$ cat src/rtl/pipeline_hazard_controller.sv
// pipeline_hazard_controller
// Central stall/flush sequencer for the 5-stage RISC-V pipeline.
// It decides, every cycle, which pipeline registers load, which take a
// bubble/NOP, and tracks wrong-path fetches that are still in flight in the
// I-cache after a redirect.
//
// Ports:
//   clk, reset          clock and asynchronous active-low reset
//   id_opcode/rs1/rs2   decode-stage instruction fields
//   ex_rd, ex_d_mem_r,  execute-stage destination, load flag, write-enable,
//   ex_write_reg_en,    taken branch and jump
//   ex_branch_taken,
//   ex_jump
//   imem_busy/dmem_busy cache miss in progress
//   stall_cnt_clr       synchronous clear of stall_count
//   pc_en .. mem_wb_en  per-stage load enables and flushes (combinational)
//   state               FSM state (RUN/MEM_WAIT/IFETCH_WAIT/DRAIN)
//   stall_count         saturating count of cycles with pc_en=0
//   mem_timeout         sticky flag: D-cache busy for MEM_TIMEOUT cycles
module pipeline_hazard_controller #(
  parameter int STALL_CNT_W = 16,
  parameter int MEM_TIMEOUT = 256
) (
  input  logic                   clk,
  input  logic                   reset,
  input  logic [6:0]             id_opcode,
  input  logic [4:0]             id_rs1,
  input  logic [4:0]             id_rs2,
  input  logic [4:0]             ex_rd,
  input  logic                   ex_d_mem_r,
  input  logic                   ex_write_reg_en,
  input  logic                   ex_branch_taken,
  input  logic                   ex_jump,
  input  logic                   imem_busy,
  input  logic                   dmem_busy,
  input  logic                   stall_cnt_clr,
  output logic                   pc_en,
  output logic                   if_id_en,
  output logic                   if_id_flush,
  output logic                   id_ex_flush,
  output logic                   ex_mem_en,
  output logic                   mem_wb_en,
  output logic [1:0]             state,
  output logic [STALL_CNT_W-1:0] stall_count,
  output logic                   mem_timeout
);

  typedef enum logic [1:0] {
    RUN         = 2'd0,
    MEM_WAIT    = 2'd1,
    IFETCH_WAIT = 2'd2,
    DRAIN       = 2'd3
  } state_t;

  localparam logic [6:0] OP_LUI    = 7'b0110111;
  localparam logic [6:0] OP_AUIPC  = 7'b0010111;
  localparam logic [6:0] OP_JAL    = 7'b1101111;
  localparam logic [6:0] OP_RTYPE  = 7'b0110011;
  localparam logic [6:0] OP_STORE  = 7'b0100011;
  localparam logic [6:0] OP_BRANCH = 7'b1100011;

  // Wide enough to hold MEM_TIMEOUT itself, where the counter parks.
  localparam int                WAIT_W    = $clog2(MEM_TIMEOUT + 1);
  localparam logic [WAIT_W-1:0] WAIT_LAST = WAIT_W'(MEM_TIMEOUT - 1);
  localparam logic [WAIT_W-1:0] WAIT_MAX  = WAIT_W'(MEM_TIMEOUT);

  state_t            state_q;
  state_t            state_d;
  logic [WAIT_W-1:0] wait_cnt;
  logic              rs1_used;
  logic              rs2_used;
  logic              load_use;
  logic              redirect;

  assign state = state_q;

  // Register-operand usage of the decode instruction, then the load-use test
  // against the load sitting in execute. x0 never creates a dependency.
  always_comb begin
    rs1_used = !((id_opcode == OP_LUI) || (id_opcode == OP_AUIPC) ||
                 (id_opcode == OP_JAL));
    rs2_used = (id_opcode == OP_RTYPE) || (id_opcode == OP_STORE) ||
               (id_opcode == OP_BRANCH);
    load_use = ex_d_mem_r && ex_write_reg_en && (ex_rd != 5'd0) &&
               ((rs1_used && (id_rs1 == ex_rd)) ||
                (rs2_used && (id_rs2 == ex_rd)));
    redirect = ex_branch_taken || ex_jump;
  end

  // Output and next-state decode in priority order. A D-miss freezes the
  // whole pipe; DRAIN keeps discarding the wrong-path fetch until the I-cache
  // returns it (including the return cycle itself). MEM_WAIT and IFETCH_WAIT
  // decode exactly like RUN. When a redirect meets an I-miss, if_id_en is
  // left high because the flush overrides it anyway.
  always_comb begin
    pc_en       = 1'b1;
    if_id_en    = 1'b1;
    if_id_flush = 1'b0;
    id_ex_flush = 1'b0;
    ex_mem_en   = 1'b1;
    mem_wb_en   = 1'b1;
    state_d     = RUN;
    if (!reset) begin
      pc_en       = 1'b0;
      if_id_en    = 1'b0;
      if_id_flush = 1'b1;
      id_ex_flush = 1'b1;
      ex_mem_en   = 1'b0;
      mem_wb_en   = 1'b0;
      state_d     = RUN;
    end else if (dmem_busy) begin
      pc_en       = 1'b0;
      if_id_en    = 1'b0;
      ex_mem_en   = 1'b0;
      mem_wb_en   = 1'b0;
      state_d     = (state_q == DRAIN) ? DRAIN : MEM_WAIT;
    end else if (state_q == DRAIN) begin
      pc_en       = 1'b0;
      if_id_en    = 1'b0;
      if_id_flush = 1'b1;
      id_ex_flush = 1'b1;
      state_d     = imem_busy ? DRAIN : RUN;
    end else if (redirect) begin
      if_id_flush = 1'b1;
      id_ex_flush = 1'b1;
      state_d     = imem_busy ? DRAIN : RUN;
    end else if (load_use) begin
      pc_en       = 1'b0;
      if_id_en    = 1'b0;
      id_ex_flush = 1'b1;
      state_d     = imem_busy ? IFETCH_WAIT : RUN;
    end else if (imem_busy) begin
      pc_en       = 1'b0;
      if_id_flush = 1'b1;
      state_d     = IFETCH_WAIT;
    end
  end

  // State register.
  always_ff @(posedge clk or negedge reset) begin
    if (!reset) begin
      state_q <= RUN;
    end else begin
      state_q <= state_d;
    end
  end

  // Saturating stall-cycle counter; the clear wins over counting.
  always_ff @(posedge clk or negedge reset) begin
    if (!reset) begin
      stall_count <= '0;
    end else if (stall_cnt_clr) begin
      stall_count <= '0;
    end else if (!pc_en && (stall_count != {STALL_CNT_W{1'b1}})) begin
      stall_count <= stall_count + STALL_CNT_W'(1);
    end
  end

  // D-cache watchdog: counts consecutive busy cycles, raises the sticky flag
  // on the MEM_TIMEOUT-th one and then parks the counter.
  always_ff @(posedge clk or negedge reset) begin
    if (!reset) begin
      wait_cnt    <= '0;
      mem_timeout <= 1'b0;
    end else if (!dmem_busy) begin
      wait_cnt <= '0;
    end else if (wait_cnt != WAIT_MAX) begin
      wait_cnt <= wait_cnt + WAIT_W'(1);
      if (wait_cnt == WAIT_LAST) begin
        mem_timeout <= 1'b1;
      end
    end
  end

endmodule

$ cat config.mk
export PLATFORM = sky130hd
export DESIGN_NAME = pipeline_hazard_controller
export DESIGN_NICKNAME = d
export VERILOG_FILES = /design/src/rtl/pipeline_hazard_controller.sv
export SDC_FILE = /design/constraint.sdc
export NUM_CORES = 1
export LEC_CHECK = 0
export BUFFER_PORTS_ARGS = -buffer_cell sky130_fd_sc_hd__buf_2
export CAP_MARGIN = 10
export CORE_MARGIN = 10
export CORE_UTILIZATION = 46
export DETAILED_ROUTE_END_ITERATION = 10
export GPL_ROUTABILITY_DRIVEN = 1
export PLACE_DENSITY = 0.76
export SYNTH_ARGS = -nofsm -noshare
export SYNTH_HDL_FRONTEND = slang
export SYNTH_SLANG_ARGS = --single-unit
$ cat constraint.sdc
create_clock -name clk -period 2.05 [get_ports clk]
set_clock_uncertainty 0.2 [all_clocks]
set_input_delay 0.41 -clock clk [delete_from_list [all_inputs] [get_ports clk]]
set_output_delay 0.41 -clock clk [all_outputs]
set_load 0.005 [all_outputs]
# Word level (Yosys, flattened, before mapping)
# Cells that the tools add are included.
[word_totals]
ff_bits = 28
wordCells = 71
ram_bits = 0
latch_bits = 0
n_memories = 0
mem_bits_ro = 0
inputBits = 31
output_inout_bits = 25
[classes]
mul = 0
magnitude_cmp = 0
n_div = 0
eq_ne = 13
muxes = 35
reduce_logical = 17
shifts = 0
bitwise = 0
n_addsub = 2
[ops]
columns = ["op", "count"]
rows = [
  ["2-to-1 mux 16 bit", 2],
  ["2-to-1 mux 1 bit", 24],
  ["equality test 7 x 6 -> 1 bit (second input constant)", 3],
  ["2-to-1 mux 9 bit", 2],
  ["adder 16 x 1 -> 16 bit (second input constant)", 1],
  ["!= test 16 bit (second input constant)", 1],
  ["equality test 7 bit (second input constant)", 2],
  ["2-to-1 mux 2 bit", 7],
  ["equality test 5 bit", 2],
  ["adder 9 x 1 -> 9 bit (second input constant)", 1],
  ["equality test 9 x 8 -> 1 bit (second input constant)", 1],
  ["!= test 9 bit (second input constant)", 1],
  ["equality test 7 x 5 -> 1 bit (second input constant)", 1],
  ["logical AND 1 bit", 6],
  ["logical OR 1 bit", 6],
  ["nonzero test 5 bit", 1],
  ["AND reduction 3 bit", 1],
  ["equality test 2 bit (second input constant)", 1],
  ["logical NOT 1 bit", 2],
  ["!= test 2 x 1 -> 1 bit (second input constant)", 1],
  ["nonzero test 2 bit", 1],
]

# Longest topological paths before layout
# Gate-level depths: netlist (run 1).
[logic_depth]
word_depth = 16
ltp_mapped = 9
depth_no_buf = 7

# Worst setup path after synthesis (run 1)
# Ideal clock, no wire load.
[synth_path]
path_type = "input to register"
startpoint = "input ex_jump"
endpoint = "register stall_count[13]"
t_required_ns = 1.722
setup_time_ns = 0.128
slack_ns = -0.262
stages = 6
n_path_buf = 0
arrival_ns = 1.984
path_cell_list = "nor2_2 o2111ai_2 and2_1 or4_4 nor4_1 mux2_1"
[synth_via]
elab_chain_len = 8
[synth_rtl]
columns = ["item", "line_no", "source"]
rows = [
  ["start: declaration", "33", "input logic ex_jump,"],
  ["logical OR 1 bit", "87", "redirect = ex_branch_taken || ex_jump;"],
  ["2-to-1 mux 1 bit", "123", "end else if (redirect) begin"],
  ["2-to-1 mux 1 bit", "117", "end else if (state_q == DRAIN) begin"],
  ["2-to-1 mux 1 bit", "111", "end else if (dmem_busy) begin"],
  ["2-to-1 mux 1 bit", "103", "if (!reset) begin"],
  ["logical NOT 1 bit", "154", "end else if (!pc_en && (stall_count != {STALL_CNT_W{1'b1}})) begin"],
  ["logical AND 1 bit", "154", ""],
  ["nonzero test 2 bit (no line)", "-", ""],
  ["end signal: assignment", "155", "stall_count <= stall_count + STALL_CNT_W'(1);"],
  ["end: declaration", "44", "output logic [STALL_CNT_W-1:0] stall_count,"],
]
# No other way between the ends.
# A chain may end at the register's enable or synchronous reset.

# Worst setup path after layout (run 1)
[layout_path]
startpoint = "input id_opcode[5]"
endpoint = "output pc_en"
[layout_via]
elab_chain_len = 12
elab_cells_between_ends = 20
classes_between = "6 x eq/ne; 5 x mux; 9 x reduce/logical"
[layout_rtl]
columns = ["item", "line_no", "source"]
rows = [
  ["start: declaration", "26", "input logic [6:0] id_opcode,"],
  ["equality test 7 x 6 -> 1 bit / equality test 7 x 5 -> 1 bit (equally long branches)", "80", "rs1_used = !((id_opcode == OP_LUI) || (id_opcode == OP_AUIPC) ||"],
  ["logical OR 1 bit (2 in series)", "80", ""],
  ["logical NOT 1 bit", "80", ""],
  ["logical AND 1 bit", "85", "((rs1_used && (id_rs1 == ex_rd)) ||"],
  ["logical OR 1 bit (*)", "85", ""],
  ["logical AND 1 bit (*)", "84", "load_use = ex_d_mem_r && ex_write_reg_en && (ex_rd != 5'd0) &&"],
  ["2-to-1 mux 1 bit (*)", "127", "end else if (load_use) begin"],
  ["2-to-1 mux 1 bit (*)", "123", ""],
  ["2-to-1 mux 1 bit (*)", "117", ""],
  ["2-to-1 mux 1 bit (*)", "111", ""],
  ["2-to-1 mux 1 bit (*)", "103", ""],
  ["end: declaration", "37", "output logic pc_en,"],
]
# Every way passes the cells marked *; elsewhere a longest branch is shown, timed or not.

==> metrics.cfg, run 1 <==
[outcome]
run_status=complete, but fails checks
violations=negative setup slack

[worst_setup_path]
crit_type=input port to output port
cp-start-kind=input port
required_ps=1440
r2r_slack_ps=-150
endpoint_kind=output port
crit_fanout=4
worstPathArrival_ps=1860

[sta]
worstMarginPinSlew_ps=555.7
tns_ps=-4563
finalHoldViolCount=0
setup_slack_ps=-422.2
holdWs_ps=13.11
rsz0062_at_grt=true
slew_viol_final=0
period_share=1.206
maxSlewHeadroom=0.6285
setup_viol=20
layout_min_cycle_time_ps=2472
max_freq_mhz=404.5

[clock_tree]
cts_sinks=28
clkTransAtPathRegs_ps=90
clockRootBuffer=clkbuf_8
clock_latency_ps=270
cts_buffers=3
htreeDepth=1
cts_tree=done
ctsLongestPathBuffers=2

[drt]
drt_pre_antenna_iters=4
drc_errors=0
drtIter0Drc=96
drt-wirelength-per-cell_um=16.45
wirelength_mm=5.594
via_count=1907
viasPerCell=5.609
antenna_left=0

[yosys]
synth_top_area_frac=0.3836
yosysSeqAreaShare=0.3836
yosys.cell_types.count=48
yosys-top-cells-area=dfrtp_1 38%, xnor2_1 4.8%, nand2_1 3.1%
synth_mux_area_frac=0.02397
synth_xor_xnor_area_share=0.07192
syn_inst=198
synth-adder-area-share=0.02740
synthesis.nets=233
synth_edf_count=0
async_reset_ff_frac=1.000
synth_top_family_by_area=simple AND/OR/NAND/NOR gates
synth_compound_area_frac=0.1740
ys.flop_type=dfrtp_1
synthSimpleGateAreaFrac=0.2781
synth_area_per_cell_um2=9.226
syn_area_um2=1827
synth_top_area_cell=dfrtp_1
ys_ff_latch=28
synth_warnings=0

[placement]
dp_hpwl_mm=3.895
placedCellCount=329
placed_area_um2=2410
port_buffers=55
gp_congestion=0.8133

[power]
leakagePower_uw=0.001225
power_density_nw_per_um2=426.5
vdd.ir_drop.worst_mv=0.3677

[final_layout]
layout_common_cells=50 x buf_2, 35 x buf_4, 28 x dfrtp_1
nets=329
layout.cells.non_filler=340
utilization=0.7303
multi_input_area_um2=1245
n_fill_cell=277
final_area_um2=2734
final_common_cell=buf_2
antenna_cells=0
drive_above_1_share=0.4726
regArea_um2=700.7
syn_to_final_growth_pct=49.66

[flow_run]
max_cap_violations=0

[floorplanning]
io_pins=56
die_w_um=83.02
dieArea_um2=6891
die_y_um=83.02
start_util=0.4880
coreArea_um2=3744
rows=22

[grt]
grt_usage=0.1526
grt_pass1_wl_mm=9.204
grt_overflow=0
grt_antenna_before_repair=0
grt_start_max_net_pins=29
first_global_vias=1941

[min_path]
hp-class=input port to asynchronous set/reset pin

flip-flops by register name, indices dropped and copies added, names as in the netlist:
name / count
stall_count: 16
wait_cnt: 9
state: 2
mem_timeout: 1
kinds of logic (layout without fill, tap and decap cells):
logic type               after synthesis  in the layout
adder cells (fa/ha/maj)                4              4
AND/OR/NAND/NOR                       90             90
XOR/XNOR                              15             15
buffers and inverters                 13            107
multiplexers                           4              4
AO/OA/AOI/OAI                         44             44
flip-flops                            28             28
layer usage:
layer | GRT usage | vias to the layer above | part of all wire
met1 | 0.1946 | 921 | 0.45
li1 | - | 914 | -
met3 | 0.02832 | 9 | 0.051
met5 | 0 | - | 0
met2 | 0.2535 | 63 | 0.48
met4 | 0.04462 | 0 | 0.021
synthesized netlist by cell type, drive strengths merged (6+ instances only):
cell type / n
a21oi: 9
o21ai: 9
nor2: 16
nor4: 10
dfrtp: 28
inv: 7
or3: 6
nand4: 7
nand3: 11
xnor2: 10
nand2: 15
what timing repair did:
action                                  CTS  global route
gates cloned                              1             0
pin swaps                                13             8
hold endpoints to repair                 28             0
gates resized for setup                  27            19
setup buffers                             5             1
endpoints found under the setup margin   17            20
hold buffers                              1             0
critical path, cell delays in order:
cell and delay (ps):
buf_6 90, and3_4 160, o2111a_2 290, nor4_4 260, buf_4 190, nor2_4 50, or2_4 280, buf_6 120
stage by stage:
step	worst slack, ps	total power, uW
after detailed placement	-436.9	823.0
after global routing	-475.0	1225
after global placement	-397.3	815.8
after floorplan	-176.3	705.6
after CTS	-379.8	1151
final	-422.2	1166
path summary, 6_finish.rpt:
path,start,end,cells after the start
min reg2reg,mem_timeout$_DFFE_PN0P_,mem_timeout$_DFFE_PN0P_,1
min,reset,wait_cnt[3]$_DFFE_PN0P_,3
max,id_opcode[5],pc_en,8
max reg2reg,state[1]$_DFF_PN0_,stall_count[15]$_DFFE_PN0P_,5
min in group clk,imem_busy,state[1]$_DFF_PN0_,3
max in group asynchronous,reset,stall_count[3]$_DFFE_PN0P_,3
final cells by class:
class / count / share of cell area
inverters: 7 / 0.009611
multi-input cells: 157 / 0.4554
flip-flops and latches: 28 / 0.2563
clock buffers: 3 / 0.01510
repair buffers: 97 / 0.2416
well taps: 48 / 0.02197
report_power, final:
| part | total [uW] | switching (uW) | internal (uW) |
|---|---|---|---|
| clock | 299 | 167 | 132 |
| sequential | 578 | 12.3 | 566 |
| combinational | 289 | 144 | 144 |
| total | 1170 | 323 | 843 |
Power figures use the tool's default switching activity.
==> inputs of run 2 (changes only) <==
==> config.mk (replaced) <==
export PLATFORM = sky130hd
export DESIGN_NAME = pipeline_hazard_controller
export DESIGN_NICKNAME = d
export VERILOG_FILES = /design/src/rtl/pipeline_hazard_controller.sv
export SDC_FILE = /design/constraint.sdc
export NUM_CORES = 1
export LEC_CHECK = 0
export CAP_MARGIN = 10
export CORE_MARGIN = 10
export CORE_UTILIZATION = 55
export DETAILED_ROUTE_END_ITERATION = 10
export DONT_BUFFER_PORTS = 1
export GPL_ROUTABILITY_DRIVEN = 1
export PLACE_DENSITY = 0.73
export SYNTH_ARGS = -nofsm -noshare
export SYNTH_HDL_FRONTEND = slang
export SYNTH_SLANG_ARGS = --single-unit
==> run 2 against run 1 <==
The flow still finishes with violations (negative setup slack). Wire length rose by 1.0%. Non-clock buffer count fell by 58. First-iteration DRC count rose by 20%. Global-route usage rose by 1.6 points. Critical path depth fell by 2. Cell area fell by 13%. Flip-flop and latch count did not move. Largest cell class unchanged. Die area fell by 13%.
==> metrics.cfg, run 2 (same netlist as run 1, synthesis figures left out) <==
[flow_run]
max_cap_violations=0

[power]
vdd.ir_drop.worst_mv=0.4401
leakagePower_uw=0.0009646
power_density_nw_per_um2=487.1

[sta]
finalHoldViolCount=0
max_freq_mhz=458.9
setup_slack_ps=-129.1
layout_min_cycle_time_ps=2179
setup_viol=12
maxSlewHeadroom=0.6141
slew_viol_final=0
tns_ps=-642.8
period_share=1.063
holdWs_ps=9.419
worstMarginPinSlew_ps=577.3
rsz0062_at_grt=true

[worst_setup_path]
required_ps=1440
path_cells=buf_4, nand2_2, nor3b_2, o41ai_2, nor2_2, or2_4
endpoint_kind=output port
worstPathArrival_ps=1570
slowest_delay_ps=430
cp_top_family=simple AND/OR/NAND/NOR gates
cp-start-kind=register
crit_fanout=3
crit_slowest_cell=dfrtp_1
crit_type=register to output port
crit_buf_inv=1

[grt]
top_usage_layer=met2
grt_usage=0.1687
met1_usage=0.1839
first_global_vias=1755
gr-usage-met2=0.3051
grt_use_met3=0.05991
grt_pass1_wl_mm=8.576
grt_overflow=0
grt_antenna_before_repair=0
grt_start_max_net_pins=29

[final_layout]
antenna_cells=0
final_area_um2=2382
regMostFlops=stall_count
layout_common_cells=31 x buf_4, 28 x dfrtp_1, 14 x nand2_1
largest_reg_flops=16
final_common_cell=buf_4
drive_above_1_share=0.3191
syn_to_final_growth_pct=30.41
nets=271

[clock_tree]
htreeDepth=1
cts_tree=done
clock_latency_ps=330
cts_buffers=3
ctsLongestPathBuffers=2
clkTransAtPathRegs_ps=150
clockRootBuffer=clkbuf_4
cts_sinks=28

[placement]
gp_congestion=0.8344
placed_area_um2=2092
dp_hpwl_mm=3.869
port_buffers=0

[floorplanning]
dieArea_um2=6026
die_w_um=77.63
rows=20
coreArea_um2=3128
io_pins=56
start_util=0.5840
die_y_um=77.63

[drt]
drc_errors=0
drtIter0Drc=115
antenna_left=0
wirelength_mm=5.651
drt_pre_antenna_iters=4
via_count=1727
viasPerCell=6.190
drt-wirelength-per-cell_um=20.25

[outcome]
run_status=complete, but fails checks
violations=negative setup slack

[min_path]
hp-class=input port to register

[run 2: changes by cell type in the layout (fill, tap and decap cells not counted), moves of 2 or more]
cell / before / now
buf_2: 50 / 0
buf_4: 35 / 31
buf_6: 10 / 4
clkbuf_4: 0 / 3
clkbuf_8: 3 / 0
dlygate4sd3_1: 0 / 3
o311ai_1: 0 / 2
o311ai_2: 2 / 0
[run 2: stage by stage]
| stage | std cells | total power, uW | setup slack, ps | util |
|---|---|---|---|---|
| finish | 279 | 1160 | -129.1 | 0.7616 |
| global route | 279 | 1211 | -210.2 | 0.7616 |
| CTS | 277 | 1139 | -111.8 | 0.7264 |
| detailed placement | 265 | 746.0 | -365.5 | 0.6688 |
| global placement | 265 | 737.8 | -268.9 | 0.6688 |
| floorplan | 198 | 705.6 | -176.3 | - |
[run 2: layout make-up]
class	instances	area (um2)
repair buffers	39	327.8
clock buffers	3	22.52
clock inverters	1	30.03
inverters	7	26.28
well taps	44	55.05
flip-flops and latches	28	700.7
fillers	206	745.7
multi-input cells	157	1220
[run 2: repair_timing]
action                     4_1_cts  5_1_grt
buffers inserted                 5        1
setup endpoints to repair       14       19
hold endpoints to repair        35        3
resized for setup               11       21
hold buffers                     3        1
pin swaps                        6        6
[run 2: worst paths after layout]
check                                                 from                           to  slack [ps]  cells past startpoint
min in group asynchronous                            reset   stall_count[6]$_DFFE_PN0P_         300                      2
worst min register to register     mem_timeout$_DFFE_PN0P_      mem_timeout$_DFFE_PN0P_         320                      1
worst min-delay path                             dmem_busy      wait_cnt[0]$_DFFE_PN0P_           9                      1
worst max register to register  stall_count[0]$_DFFE_PN0P_  stall_count[15]$_DFFE_PN0P_        -110                      6
worst max-delay path                    state[0]$_DFF_PN0_                        pc_en        -130                      6
max in group asynchronous                            reset      wait_cnt[6]$_DFFE_PN0P_        1190                      2
[run 2: per-layer routing]
metal  vias to the layer above  wire length [um]
met3                        12               547
li1                        803                 -
met5                         -                 0
met1                       833              2163
met4                         0               115
met2                        79              2825
[run 2: power by group]
part	switching (uW)	total, uW	internal (uW)
clock	170	367	198
sequential	11.6	578	567
combinational	109	215	106
total	290	1160	871
